===== config.mk =====
export PLATFORM = sky130hd
export DESIGN_NAME = regfile_wb_arbiter_flat
export DESIGN_NICKNAME = d
export VERILOG_FILES = /design/src/rtl/regfile_wb_arbiter_if.sv /design/src/rtl/regfile_wb_arbiter.sv /design/src/flat_wrapper.sv
export SDC_FILE = /design/constraint.sdc
export NUM_CORES = 1
export LEC_CHECK = 0
export ABC_CLOCK_PERIOD_IN_PS = 3600
export CAP_MARGIN = 10
export CORE_MARGIN = 8
export CORE_UTILIZATION = 49
export CTS_BUF_LIST = sky130_fd_sc_hd__clkbuf_16
export CTS_CLUSTER_SIZE = 10
export DETAILED_ROUTE_END_ITERATION = 7
export PLACE_DENSITY = 0.85
export SYNTH_ARGS = -nofsm -noshare
export SYNTH_HDL_FRONTEND = slang
export SYNTH_SLANG_ARGS = --single-unit

===== constraint.sdc =====
create_clock -name clk -period 3.6 [get_ports clk]
set_input_delay 0.54 -clock clk [delete_from_list [all_inputs] [get_ports clk]]
set_output_delay 0.54 -clock clk [all_outputs]
set_load 0.01 [all_outputs]

===== src/rtl/regfile_wb_arbiter_if.sv =====
// regfile_wb_arbiter_if
//   Bundles the arbiter's buses. These are the write-back request bus, the
//   register-file write port, the issue-stage allocation handshake and the
//   scoreboard status.
//   Modports:
//     slave  - the arbiter. Its inputs are the requests and the issue
//              allocation. Its outputs are the grants, the register-file write
//              port, issue_ready, pending and sb_err.
//     master - the surrounding pipeline, the mirror image of slave.
//   Parameter NREQ: number of write-back requesters.
interface regfile_wb_arbiter_if #(
    parameter int NREQ = 3
);
    logic [NREQ-1:0]    req_valid;
    logic [NREQ*5-1:0]  req_reg;
    logic [NREQ*32-1:0] req_data;
    logic [NREQ-1:0]    req_ready;
    logic               RegWrite;
    logic [4:0]         writeReg;
    logic [31:0]        writeData;
    logic               issue_valid;
    logic [4:0]         issue_reg;
    logic               issue_ready;
    logic [31:0]        pending;
    logic               sb_err;

    modport slave (
        input  req_valid, req_reg, req_data, issue_valid, issue_reg,
        output req_ready, RegWrite, writeReg, writeData, issue_ready, pending, sb_err
    );

    modport master (
        output req_valid, req_reg, req_data, issue_valid, issue_reg,
        input  req_ready, RegWrite, writeReg, writeData, issue_ready, pending, sb_err
    );
endinterface


===== src/rtl/regfile_wb_arbiter.sv =====
// regfile_wb_arbiter
//   Grants one of NREQ write-back requesters per cycle and drives the single
//   register-file write port from registered outputs. The write reaches the
//   register file one cycle after the handshake.
//   It also keeps a CNTW-bit outstanding-write counter for each of r1..r31,
//   so that the issue stage can stall on hazards.
//   Ports:
//     clk - system clock, rising edge.
//     rst - asynchronous active-high reset.
//     bus - regfile_wb_arbiter_if.slave, which carries:
//           - the requests and grants,
//           - RegWrite, writeReg and writeData,
//           - issue_valid, issue_reg and issue_ready,
//           - pending and sb_err.
//   Configuration macro RR_ARB_EN:
//     defined   - round-robin arbitration. The search starts at the pointer.
//     undefined - fixed priority. The lowest requester index wins.
module regfile_wb_arbiter #(
    parameter int NREQ = 3,
    parameter int CNTW = 2
) (
    input  logic                 clk,
    input  logic                 rst,
    regfile_wb_arbiter_if.slave  bus
);
    localparam int PW = $clog2(NREQ);
    localparam logic [CNTW-1:0] CMAX = '1;

    logic [NREQ-1:0] grant;
    logic [PW-1:0]   gidx;
    logic            gany;
    logic [4:0]      sel_reg;
    logic [31:0]     sel_data;

    logic            wb_en;
    logic [4:0]      wb_reg;
    logic [31:0]     wb_data;

    logic [CNTW-1:0] cnt [32];
    logic [31:0]     inc_vec;
    logic [31:0]     dec_vec;
    logic            dec_hit;
    logic            issue_rdy;
    logic            issue_fire;
    logic [31:0]     pend;

`ifdef RR_ARB_EN
    logic [PW-1:0] ptr;
    logic [PW:0]   sum;
    logic [PW-1:0] idx;

    always_comb begin
        grant = '0;
        gidx  = '0;
        gany  = 1'b0;
        sum   = '0;
        idx   = '0;
        for (int off = 0; off < NREQ; off++) begin
            // Wrap ptr+off back into 0..NREQ-1 without a modulo operator.
            sum = {1'b0, ptr} + (PW+1)'(off);
            if (sum >= (PW+1)'(NREQ)) begin
                sum = sum - (PW+1)'(NREQ);
            end
            idx = sum[PW-1:0];
            if (!gany && bus.req_valid[idx]) begin
                gany = 1'b1;
                gidx = idx;
            end
        end
        if (gany) begin
            grant[gidx] = 1'b1;
        end
    end

    always_ff @(posedge clk or posedge rst) begin
        if (rst) begin
            ptr <= '0;
        end else if (gany) begin
            ptr <= (gidx == PW'(NREQ-1)) ? '0 : gidx + 1'b1;
        end
    end
`else
    always_comb begin
        grant = '0;
        gidx  = '0;
        gany  = 1'b0;
        for (int i = 0; i < NREQ; i++) begin
            if (!gany && bus.req_valid[i]) begin
                gany = 1'b1;
                gidx = PW'(i);
            end
        end
        if (gany) begin
            grant[gidx] = 1'b1;
        end
    end
`endif

    // No grant can be seen while reset is held, so nothing is consumed.
    assign bus.req_ready = grant & {NREQ{~rst}};

    always_comb begin
        sel_reg  = '0;
        sel_data = '0;
        for (int i = 0; i < NREQ; i++) begin
            if (gidx == PW'(i)) begin
                sel_reg  = bus.req_reg[5*i +: 5];
                sel_data = bus.req_data[32*i +: 32];
            end
        end
    end

    // A request for r0 is consumed, but it never reaches the register file.
    always_ff @(posedge clk or posedge rst) begin
        if (rst) begin
            wb_en   <= 1'b0;
            wb_reg  <= '0;
            wb_data <= '0;
        end else begin
            wb_en <= gany && (sel_reg != 5'd0);
            if (gany) begin
                wb_reg  <= sel_reg;
                wb_data <= sel_data;
            end
        end
    end

    assign bus.RegWrite  = wb_en;
    assign bus.writeReg  = wb_reg;
    assign bus.writeData = wb_data;

    // A saturated counter can still accept an issue when the write that
    // commits this edge is for the same register, because the two cancel.
    assign dec_hit     = wb_en && (wb_reg == bus.issue_reg);
    assign issue_rdy   = (bus.issue_reg == 5'd0) || (cnt[bus.issue_reg] != CMAX) || dec_hit;
    assign issue_fire  = bus.issue_valid && issue_rdy && (bus.issue_reg != 5'd0);
    assign bus.issue_ready = issue_rdy;

    assign inc_vec = issue_fire ? (32'd1 << bus.issue_reg) : '0;
    assign dec_vec = wb_en ? (32'd1 << wb_reg) : '0;

    always_ff @(posedge clk or posedge rst) begin
        if (rst) begin
            for (int r = 0; r < 32; r++) begin
                cnt[r] <= '0;
            end
            bus.sb_err <= 1'b0;
        end else begin
            for (int r = 1; r < 32; r++) begin
                if (inc_vec[r] && !dec_vec[r]) begin
                    cnt[r] <= cnt[r] + 1'b1;
                end else if (dec_vec[r] && !inc_vec[r] && cnt[r] != '0) begin
                    cnt[r] <= cnt[r] - 1'b1;
                end
            end
            // A write-back that finds no outstanding allocation is recorded
            // until the next reset.
            if (wb_en && cnt[wb_reg] == '0) begin
                bus.sb_err <= 1'b1;
            end
        end
    end

    always_comb begin
        pend = '0;
        for (int r = 1; r < 32; r++) begin
            pend[r] = (cnt[r] != '0);
        end
    end

    assign bus.pending = pend;
endmodule


===== src/flat_wrapper.sv =====
// flat-port wrapper written by rule: the top's interface ports become plain ports
module regfile_wb_arbiter_flat 
#(
    parameter int NREQ = 3,
    parameter int CNTW = 2
)
  (clk, rst, bus_req_valid, bus_req_reg, bus_req_data, bus_issue_valid, bus_issue_reg, bus_req_ready, bus_RegWrite, bus_writeReg, bus_writeData, bus_issue_ready, bus_pending, bus_sb_err);
  regfile_wb_arbiter_if #(.NREQ(NREQ)) bus_i ();
  input  logic clk;
  input  logic rst;
  input wire logic [$bits(bus_i.req_valid)-1:0] bus_req_valid;
  input wire logic [$bits(bus_i.req_reg)-1:0] bus_req_reg;
  input wire logic [$bits(bus_i.req_data)-1:0] bus_req_data;
  input wire logic [$bits(bus_i.issue_valid)-1:0] bus_issue_valid;
  input wire logic [$bits(bus_i.issue_reg)-1:0] bus_issue_reg;
  output wire logic [$bits(bus_i.req_ready)-1:0] bus_req_ready;
  output wire logic [$bits(bus_i.RegWrite)-1:0] bus_RegWrite;
  output wire logic [$bits(bus_i.writeReg)-1:0] bus_writeReg;
  output wire logic [$bits(bus_i.writeData)-1:0] bus_writeData;
  output wire logic [$bits(bus_i.issue_ready)-1:0] bus_issue_ready;
  output wire logic [$bits(bus_i.pending)-1:0] bus_pending;
  output wire logic [$bits(bus_i.sb_err)-1:0] bus_sb_err;
  assign bus_i.req_valid = bus_req_valid;
  assign bus_i.req_reg = bus_req_reg;
  assign bus_i.req_data = bus_req_data;
  assign bus_i.issue_valid = bus_issue_valid;
  assign bus_i.issue_reg = bus_issue_reg;
  assign bus_req_ready = bus_i.req_ready;
  assign bus_RegWrite = bus_i.RegWrite;
  assign bus_writeReg = bus_i.writeReg;
  assign bus_writeData = bus_i.writeData;
  assign bus_issue_ready = bus_i.issue_ready;
  assign bus_pending = bus_i.pending;
  assign bus_sb_err = bus_i.sb_err;
  regfile_wb_arbiter #(.NREQ(NREQ), .CNTW(CNTW)) u_core (.clk(clk), .rst(rst), .bus(bus_i));
endmodule

; After elaboration in Yosys (flattened, before gate mapping)
; Index checks and enable logic that the tools add are counted.
[word_totals]
register_bits = 101
input_bits = 122
out_inout_bits = 75
elab_cells = 429
[op_classes]
n_addsub = 62
order_cmp = 4
eq_ne = 4
shifts = 2
mux = 84
bitwise = 4
reduce_logical = 234
[op_table]
columns = operator, count
row1 = $mux W32, 5
row2 = $mux W2, 67
row3 = $reduce_bool A2 Y1, 62
row4 = $logic_and A1 B1 Y1, 101
row5 = $logic_not A1 Y1, 64
row6 = $shl A1 B5 Y32 const A, 2
row7 = $add A2 B1 Y2 const B, 31
row8 = $sub A2 B1 Y2 const B, 31
row9 = $bmux W2 S5, 2
row10 = $mux W5, 3
row11 = $ge A6 B6 Y1 const B, 2
row12 = $not A5 Y6, 2
row13 = $reduce_bool A5 Y1, 2
row14 = $eq A5 B5 Y1, 1
row15 = $logic_not A5 Y1, 1
row16 = $mux W1, 5
row17 = $logic_not A2 Y1, 2
row18 = $and A3 B3 Y3, 1
row19 = $lt A2 B3 Y1 const B, 1
row20 = $mux W3, 1
row21 = $demux W1 S2, 1
row22 = $eq A2 B1 Y1 const B, 1
row23 = $eq A2 B2 Y1 const B, 1
row24 = $ge A2 B1 Y1 const B, 1
row25 = other kinds (3), 4

; Logic depth before layout (Yosys ltp)
; Gate-level depths: netlist of the first run.
[logic_depth]
depth_word = 15
ltp_mapped = 9
mapped_depth_nobuf = 6

; Worst setup path before layout of the first run
; Ideal clock, no wire load.
[synth_path]
path_kind = input port to output port
startpoint = in bus_issue_reg[0]
endpoint = out bus_issue_ready
t_arrival_ns = 2.254
required_ns = 3.060
setup_slack_ns = 0.806
stages = 7
cell_sequence = buf_6 -> buf_2 -> clkbuf_1 -> o21ai_0 -> mux4_2 -> mux2_2 -> a31oi_1
[synth_between]
elab_chain_cells = 7
[synth_rtl]
columns = element, line_no
row1 = "start, declared", flat_wrapper.sv:15  ; input wire logic [$bits(bus_i.issue_reg)-1:0] bus_issue_reg;
row2 = $not A5 Y6 (implied by the code), regfile_wb_arbiter.sv:135  ; assign issue_rdy = (bus.issue_reg == 5'd0) || (cnt[bus.issue_reg] != CMAX) || dec_hit;
row3 = $bmux W2 S5, regfile_wb_arbiter.sv:135
row4 = $mux W2 (implied by the code) (2 in series), regfile_wb_arbiter.sv:135
row5 = $ne A2 B2 Y1, regfile_wb_arbiter.sv:135
row6 = $logic_or A1 B1 Y1, regfile_wb_arbiter.sv:135
row7 = $logic_or A1 B1 Y1 (*), regfile_wb_arbiter.sv:135
row8 = "end, declared", flat_wrapper.sv:20  ; output wire logic [$bits(bus_i.issue_ready)-1:0] bus_issue_ready;
; Mark *: on every way between the ends. The rest lies on a longest branch, timed or not. The select of a mux whose other input is x is not followed.

; Worst setup path in the final report of the first run
[layout_path]
startpoint = in bus_issue_reg[1]
endpoint = out bus_issue_ready
; The elaborated chain is that of the path after synthesis.

==> flow_summary.ini, run 1 <==
[outcome]
outcome = completed

[min_path]
hold_class = reg2reg
holdPathStages = 1
worstHoldStart = u_core.bus.sb_err$_DFFE_PP0P_

[floorplan]
core_um2 = 13900
ioPinCount = 197
die-height_um = 135
start_util_pct = 50.1
die_w_um = 135
dieArea_um2 = 18300
rows = 43

[layout]
drive_above_1_share_pct = 10.7
nets = 1175
final_core_util_pct = 68.5
fillCellCount = 1153
seqCellArea_um2 = 2530
final_common_cell = clkdlybuf4s50_1
multi_input_area_um2 = 4100
area.growth.synth_to_final_pct = 36.8
final_cell_mix = clkdlybuf4s50_1, nand2_1, o21ai_0

[critical_path]
path_class = in2out
r2r_slack_ns = 1.03
crit_start = bus_issue_reg[1]
cp-start-kind = input pin
timing.rr.start = u_core.cnt[42]$_DFFE_PP0P_
cp_max_fo = 11
reg2reg_depth = 8
cp.arrival_ns = 2.87
crit_path_end_kind = output port
required_ns = 3.06

[power_and_ir_drop]
vdd_drop_max_mv = 0.286
pwr_density_cell_nw_per_um2 = 488
p_leak_nw = 3.77

[yosys]
ys_seq_elements = 101
avgSynthCellArea_um2 = 8.01
synth_area_um2 = 6950
ys_warn_count = 2
synth_ff_type = dfrtp_1
syn-instance-count = 868
synth_edf_count = 0
ys_seq_area_share_pct = 36.4
synth_async_sr_flop_share_pct = 100
synth.net_count = 990
ys_types = 56

[place]
port_buffers = 195
gp_congestion = 0.940
place_hpwl_mm = 18.2
dp_slack_ns = 0.0751

[cts]
cts_hold_buf = 0
h-tree-depth = 3
cts_buffers = 9
clockRootBuffer = clkbuf_16
clkTransAtPathRegs_ns = 0.07
clkLatencyLatePin_ns = 0.37
cts_tree = built
numClockSinks = 101
clockBufferDepth = 2

[global_routing]
grt_pass1_wl_mm = 37.1
grt_pass1_vias = 7149
gr-total-overflow = 0
grt_util_all_layers_pct = 25.6
grt_max_degree = 59
antenna_found_initial = 3

[detailed_routing]
drtPass1Iterations = 5
drtAntennaViolNets = 0
via_count = 7273
routed_wl_mm = 23.6
post_drt_wl_per_cell_um = 19.0
first_iter_violations = 759
drt-vias-per-instance = 5.86
drc = 0

[sta]
slew_violations = 0
worst_slack_ns = 0.185
period_needed_ns = 3.41
tightest_slew_ns = 0.750
clock-skew-final_ns = 0.00976
relSlewSlack_pct = 49.9
rsz0062_at_grt = false
setup-tns-final_ns = 0
period_share_pct = 94.8
fmax_mhz = 293
final-setup-viol-count = 0
hold_viol = 0

[run]
max_cap_viol_count = 0
-- sequential cells by signal, summed over array words and instances, names as in the netlist --
register              flops
u_core.cnt               62
u_core.bus.writeData     32
u_core.bus.writeReg       5
u_core.bus.RegWrite       1
u_core.bus.sb_err         1
-- critical path, stage by stage --
cell and delay [ns]:
clkdlybuf4s50_1 0.53, buf_4 0.20, and3b_1 0.18, o21ai_0 0.19, a32oi_2 0.15, mux2_2 0.31
a31oi_1 0.21, clkdlybuf4s50_1 0.57
-- layout make-up --
| cell class | instances | share of cell area (%) |
|---|---|---|
| Timing Repair Buffer | 227 | 23.3 |
| Inverter | 28 | 1.13 |
| Multi-Input combinational cell | 686 | 43.1 |
| Clock buffer | 9 | 2.37 |
| Tap cell | 180 | 2.37 |
| Clock inverter | 7 | 1.08 |
| Sequential cell | 101 | 26.6 |
| Antenna cell | 3 | 0.0790 |
-- cell usage after synthesis (2+ instances only) --
library cell	number	area, um^2
and3_1	15	93.8
o22ai_1	3	18.8
xor2_1	4	35.0
a31oi_1	3	18.8
mux2i_1	6	60.1
o31ai_1	2	15.0
a21o_1	7	52.6
a21oi_1	97	485
o21ai_0	103	515
mux4_2	10	225
nor3b_1	15	113
mux2_2	7	78.8
buf_4	2	15.0
dfrtp_1	101	2530
a21boi_0	3	22.5
nor3_1	5	25.0
nor2b_1	16	100
or3b_1	7	61.3
a21oi_2	2	17.5
nand4_1	5	31.3
a211oi_1	3	22.5
xnor2_1	22	193
buf_6	2	22.5
nand3b_1	4	30.0
and3b_1	3	26.3
nor2_1	53	199
a22oi_1	45	338
and2_1	16	100
or2_2	30	188
buf_1	6	22.5
nand2_1	122	458
a2bb2oi_1	6	52.6
a22o_1	2	17.5
nand3_1	30	150
nand2b_1	2	12.5
or3b_2	5	43.8
inv_1	28	105
o21bai_1	10	75.1
a211o_1	3	26.3
clkbuf_1	39	146
a22oi_2	5	62.6
o21a_1	2	15.0
buf_2	4	20.0
-- where the power goes --
part | total, mW | switching [mW] | leakage, nW | internal (mW)
logic | 1.73 | 0.811 | 2.46 | 0.916
registers | 1.80 | 0.379 | 1.15 | 1.42
clock network | 1.11 | 0.489 | 0.163 | 0.621
-- cell families (layout without fill, tap and decap cells) --
| logic type | count (synthesis) | after routing | synth area share (%) |
|---|---|---|---|
| other | 1 | 4 | 0.0539 |
| multiplexers | 23 | 23 | 5.24 |
| AND/OR/NAND/NOR | 332 | 332 | 23.9 |
| buffers and inverters | 81 | 271 | 4.77 |
| AO/OA/AOI/OAI | 304 | 304 | 26.4 |
| XOR/XNOR | 26 | 26 | 3.28 |
| flip-flops | 101 | 101 | 36.4 |
-- metal layers --
metal / wire (um) / GRT usage [%] / vias to the layer above / part of all wire [%]
met5: 0 / 0 / - / 0
met4: 687 / 10.2 / 0 / 2.9
met3: 2310 / 8.14 / 51 / 9.8
met2: 11900 / 44.2 / 378 / 50
met1: 8780 / 28.9 / 3376 / 37
li1: - / - / 3468 / -
-- timing repair --
item | CTS | global route
setup endpoints to repair | 0 | 1
buffers inserted | 0 | 1
gates resized for setup | 0 | 1
-- stage by stage --
stage / hold WS [ns] / instance area [um^2] / power [mW] / std cells
finish: 0.477 / 9510 / 4.64 / 1241
global route: 0.503 / 9510 / 4.90 / 1241
CTS: 0.479 / 9470 / 4.63 / 1236
detailed placement: 0.464 / 9140 / 3.52 / 1220
global placement: 0.458 / 9140 / 3.46 / 1220
floorplan: 0.465 / 6950 / 2.73 / 868
-- final timing paths --
check | endpoint
min reg2reg | u_core.bus.sb_err$_DFFE_PP0P_
min | u_core.bus.sb_err$_DFFE_PP0P_
min in group asynchronous | u_core.bus.writeData[4]$_DFFE_PP0N_
max | bus_issue_ready
max reg2reg | u_core.cnt[10]$_DFFE_PP0P_
max in group asynchronous | u_core.cnt[29]$_DFFE_PP0P_
Note: power is estimated with default switching activity, not from simulation.
==> run 2, diff against run 1 <==
--- a/config.mk
+++ b/config.mk
@@ -5,14 +5,15 @@
 export SDC_FILE = /design/constraint.sdc
 export NUM_CORES = 1
 export LEC_CHECK = 0
-export ABC_CLOCK_PERIOD_IN_PS = 3600
+export ABC_CLOCK_PERIOD_IN_PS = 3800
 export CAP_MARGIN = 10
 export CORE_MARGIN = 8
-export CORE_UTILIZATION = 49
+export CORE_UTILIZATION = 55
 export CTS_BUF_LIST = sky130_fd_sc_hd__clkbuf_16
 export CTS_CLUSTER_SIZE = 10
 export DETAILED_ROUTE_END_ITERATION = 7
-export PLACE_DENSITY = 0.85
+export DONT_BUFFER_PORTS = 1
+export PLACE_DENSITY = 0.73
 export SYNTH_ARGS = -nofsm -noshare
 export SYNTH_HDL_FRONTEND = slang
 export SYNTH_SLANG_ARGS = --single-unit
==> constraint.sdc (replaced) <==
create_clock -name clk -period 3.8 [get_ports clk]
set_input_delay 0.57 -clock clk [delete_from_list [all_inputs] [get_ports clk]]
set_output_delay 0.57 -clock clk [all_outputs]
set_load 0.01 [all_outputs]
==> run 2 against run 1 <==
  * Count of clock-buffer cells in the layout is the same
  * Register-to-register slack gained 0.07 ns
  * Critical path depth shrank 1
  * Sequential share of layout area grew 8.2 points
  * Global-route usage grew 0.48 points
  * Clock skew shrank 0.0031 ns
  * Critical endpoint unchanged
  * Sequential cell count is the same
  * Non-clock buffer count shrank 218
  * Largest power group unchanged
  * Clock power shrank 24%
==> flow_summary.ini, run 2 (synthesis gave the netlist of run 1 again) <==
[outcome]
outcome = completed

[global_routing]
grt_max_degree = 77
antenna_found_initial = 0
gr-total-overflow = 0
grt_pass1_wl_mm = 33.7
grt_pass1_vias = 6351
grt_util_all_layers_pct = 26.1

[place]
port_buffers = 0
place_hpwl_mm = 16.3
gp_congestion = 0.911

[detailed_routing]
drtPass1Iterations = 5
routed_wl_mm = 21.8
via_count = 6495
post_drt_wl_per_cell_um = 21.6
drtAntennaViolNets = 0
first_iter_violations = 595
drc = 0
drt-vias-per-instance = 6.42

[sta]
fmax_mhz = 309
tightest_slew_ns = 1.12
slew_violations = 0
hold_viol = 0
period_share_pct = 85.3
period_needed_ns = 3.24
relSlewSlack_pct = 25.3
final-setup-viol-count = 0
setup-tns-final_ns = 0
rsz0062_at_grt = false
clock-skew-final_ns = 0.00667

[cts]
cts_hold_buf = 0
clockBufferDepth = 2
post_cts_resize_count = 0
clkTransAtPathRegs_ns = 0.07
clockRootBuffer = clkbuf_16
clkLatencyLatePin_ns = 0.35
numClockSinks = 101
h-tree-depth = 3
cts_tree = built
post-cts-setup-buffers = 0
cts_buffers = 9

[layout]
top_register = u_core.cnt
antennaDiodeCount = 0
area.growth.synth_to_final_pct = 4.63
largest_reg_flops = 62
nets = 957
drive_above_1_share_pct = 10.0
final_common_cell = nand2_1
seqCellArea_um2 = 2530
multi_input_area_um2 = 4100
final_cell_mix = nand2_1, o21ai_0, dfrtp_1
fillCellCount = 1145

[critical_path]
reg2reg_depth = 5
crit_path_end_kind = output port
cp-start-kind = flip-flop
cp_max_fo = 14
path_class = reg2out
cp.arrival_ns = 2.67
required_ns = 3.23

[power_and_ir_drop]
p_seq_share_pct = 46.3
power_frac_comb_pct = 31.1
p_int_mw = 2.31
vdd_drop_max_mv = 0.181
p_sw_share_pct = 37.8
power.share.clock_pct = 22.6
p_leak_nw = 2.83
switchingPower_mw = 1.40
pwr_density_cell_nw_per_um2 = 510
p_total_mw = 3.71

[floorplan]
die-height_um = 128
start_util_pct = 55.8
dieArea_um2 = 16500
core_um2 = 12500
die_w_um = 128
ioPinCount = 197
rows = 41

[min_path]
hold_class = in2async

[run]
max_cap_viol_count = 0
## run 2: cell count changes in the layout (fill, tap and decap cells not counted), sizes merged, moves of 2 or more
| cell | before | now |
|---|---|---|
| inv | 32 | 29 |
| diode | 3 | 0 |
| clkdlybuf4s50 | 192 | 0 |
| buf | 33 | 9 |
| bufinv | 2 | 0 |
| clkinv | 1 | 4 |
## run 2: cell type report
| cell class | instances | area share [%] |
|---|---|---|
| well taps | 172 | 2.96 |
| clock inverters | 6 | 0.447 |
| repair buffers | 9 | 0.929 |
| inverters | 28 | 1.48 |
| clock buffers | 9 | 3.10 |
| multi-input cells | 686 | 56.3 |
| flip-flops and latches | 101 | 34.7 |
## run 2: critical path, stage by stage, from the launching register on
cell	delay (ns)
dfrtp_1	0.57
xor2_1	0.22
nor4_1	0.38
a222oi_1	0.19
buf_4	0.22
and2_1	0.26
nor2b_1	0.17
a31oi_1	0.31
## run 2: path summary, 6_finish.rpt
path	startpoint	to	slack (ns)
worst min register to register	u_core.cnt[58]$_DFFE_PP0P_	u_core.cnt[58]$_DFFE_PP0P_	0.51
max in group asynchronous	rst	u_core.cnt[30]$_DFFE_PP0P_	2.90
min in group clk	bus_req_valid[0]	u_core.bus.writeData[24]$_DFFE_PP0N_	0.32
worst min-delay path	rst	u_core.bus.writeData[5]$_DFFE_PP0N_	0.05
worst max register to register	u_core.bus.RegWrite$_DFF_PP0_	u_core.cnt[60]$_DFFE_PP0P_	1.10
worst max-delay path	u_core.bus.writeReg[3]$_DFFE_PP0N_	bus_issue_ready	0.56
## run 2: layer usage
metal	share of wire [%]	track usage, %	wire length [um]
met1	37	28.4	8120
met2	50	45.7	11000
met3	9.5	7.78	2060
met4	3.0	12.7	657
met5	0	0	0
## run 2: power by group through the flow
stage,clock network [mW],logic (mW),registers [mW]
after global placement,0,1.10,1.69
after detailed placement,0,1.15,1.73
final,0.840,1.15,1.72
after global routing,0.897,1.28,1.76
after CTS,0.853,1.16,1.71
after floorplan,0,0.964,1.62
## run 2: metrics by stage
step / setup slack [ns] / utilization (%) / std cells / hold slack [ns] / cell area, um^2
after global placement: 1.02 / 56.3 / 996 / 0.425 / 7020
after global routing: 0.370 / 58.3 / 1011 / 0.0597 / 7270
after CTS: 0.547 / 58.3 / 1011 / 0.0501 / 7270
after detailed placement: 0.904 / 56.3 / 996 / 0.427 / 7020
final: 0.560 / 58.3 / 1011 / 0.0519 / 7270
after floorplan: 0.583 / - / 868 / 0.465 / 6950
==> run 3, diff against run 2 <==
--- a/config.mk
+++ b/config.mk
@@ -6,7 +6,8 @@
 export NUM_CORES = 1
 export LEC_CHECK = 0
 export ABC_CLOCK_PERIOD_IN_PS = 3800
-export CAP_MARGIN = 10
+export CAP_MARGIN = 20
+export CORE_ASPECT_RATIO = 0.7
 export CORE_MARGIN = 8
 export CORE_UTILIZATION = 55
 export CTS_BUF_LIST = sky130_fd_sc_hd__clkbuf_16
==> run 3 against run 2 <==
  * Core utilization increased by 0.76 points
  * Register-to-register slack improved by 0.25 ns
  * Wire length decreased by 3.2%
  * Largest cell class unchanged
  * Sequential cell count did not move
  * Count of clock-buffer cells in the layout did not move
  * Maximum frequency rose by 5.6%
  * Worst hold slack improved by 0.16 ns
  * Die area increased by 0.35%
  * Clock skew grew 0.0010 ns
  * Cell area grew 0.60%
==> flow_summary.ini, run 3 (synthesis gave the netlist of run 1 again) <==
[sta]
tightest_slew_ns = 0.844
rsz0062_at_grt = false
setup-tns-final_ns = 0
relSlewSlack_pct = 43.6
clock-skew-final_ns = 0.00768
slew_violations = 0
whs_ns = 0.214
fmax_mhz = 326
final-setup-viol-count = 0
period_share_pct = 80.8
hold_viol = 0
period_needed_ns = 3.07

[floorplan]
ioPinCount = 197
dieArea_um2 = 16600
die_w_um = 150
rows = 34
die-height_um = 110
core_um2 = 12400
start_util_pct = 56.2

[critical_path]
cp-start-kind = flip-flop
crit_path_end_kind = output port
crit_start = u_core.cnt[46]$_DFFE_PP0P_
path_class = reg2out
cp_max_fo = 14
required_ns = 3.23
cp.arrival_ns = 2.50
timing.rr.start = u_core.bus.writeReg[4]$_DFFE_PP0N_

[detailed_routing]
drtAntennaViolNets = 0
wl_met3_mm = 1.97
route.layer.met1.wl_mm = 8.85
via_count = 6548
route.met2.wl_mm = 9.98
routed.top_layer = met4
routed_wl_mm = 21.1
post_drt_wl_per_cell_um = 21.0
drtPass1Iterations = 7
first_iter_violations = 852
drc = 0
drt-vias-per-instance = 6.52

[layout]
final_cell_mix = nand2_1, o21ai_0, dfrtp_1
top_register = u_core.cnt
drive_above_1_share_pct = 10.5
final_common_cell = nand2_1
fin_cells = 1004
area.growth.synth_to_final_pct = 5.26
antennaDiodeCount = 0
nets = 959
largest_reg_flops = 62
finalInstanceArea_um2 = 7320

[cts]
cts_hold_buf = 0
h-tree-depth = 3
clkTransAtPathRegs_ns = 0.07
cts_buffers = 9
post_cts_resize_count = 0
cts_tree = built
clockRootBuffer = clkbuf_16
post-cts-setup-buffers = 0
numClockSinks = 101
clockBufferDepth = 2
clkLatencyLatePin_ns = 0.35

[power_and_ir_drop]
vdd_drop_max_mv = 0.271
p_sw_share_pct = 37.5
p_leak_nw = 2.86
power.share.clock_pct = 24.8
p_int_mw = 2.39
p_seq_share_pct = 44.7
switchingPower_mw = 1.44
power_frac_comb_pct = 30.5
pwr_density_cell_nw_per_um2 = 523

[global_routing]
grt_pass1_wl_mm = 32.3
grt_pass1_vias = 6190
grt_max_degree = 77
antenna_found_initial = 0
gr-total-overflow = 0
grt_util_all_layers_pct = 24.8

[place]
placed_area_um2 = 7020
port_buffers = 0
place_inst = 988
gp_congestion = 0.929
place_hpwl_mm = 16.3

[outcome]
outcome = completed

[min_path]
hold_class = in2async

[run]
max_cap_viol_count = 0
run 3: changes by cell type in the layout (fill, tap and decap cells not counted), sizes merged:
cell	delta
clkinv	-1
buf	+2
inv	+1
bufinv	+1
run 3: path summary, 6_finish.rpt:
path	endpoint	slack, ns	depth (start not counted)
worst min-delay path	u_core.bus.writeData[8]$_DFFE_PP0N_	0.21	1
max in group asynchronous	u_core.cnt[10]$_DFFE_PP0P_	2.78	2
min in group clk	u_core.bus.writeData[15]$_DFFE_PP0N_	0.32	1
worst max-delay path	bus_issue_ready	0.73	7
worst max register to register	u_core.cnt[16]$_DFFE_PP0P_	1.35	6
worst min register to register	u_core.cnt[58]$_DFFE_PP0P_	0.51	1
run 3: layout make-up:
cell class | instances | area (um^2)
timing repair buffer | 11 | 82.6
clock inverter | 7 | 73.8
tap | 162 | 203
inverter | 28 | 108
fill | 1086 | 5060
sequential | 101 | 2530
clock buffer | 9 | 225
multi-input combinational | 686 | 4100
run 3: worst max-delay path: stages (launching register included):
cell	delay (ns)
dfrtp_1	0.42
nand2_1	0.09
mux4_2	0.46
a222oi_1	0.31
buf_4	0.25
and2_1	0.32
nor2b_1	0.19
a31oi_1	0.10
run 3: per-layer routing:
layer,global-route usage [%],up-vias
met5,0,-
met4,5.97,0
met3,7.83,33
met2,39.1,326
met1,32.7,3161
li1,-,3028
run 3: power by group through the flow:
| stage | combinational, mW | sequential, mW | clock [mW] |
|---|---|---|---|
| floorplan | 0.964 | 1.62 | 0 |
| global placement | 1.10 | 1.69 | 0 |
| detailed placement | 1.16 | 1.72 | 0 |
| CTS | 1.16 | 1.70 | 0.968 |
| global route | 1.30 | 1.76 | 1.01 |
| finish | 1.17 | 1.71 | 0.950 |
run 3: per-stage QoR:
step	util (%)	total power, mW	setup WS (ns)
after floorplan	-	2.58	0.583
after global placement	56.7	2.79	0.977
after detailed placement	56.7	2.88	0.977
after CTS	59.1	3.83	0.738
after global routing	59.1	4.06	0.572
final	59.1	3.83	0.731
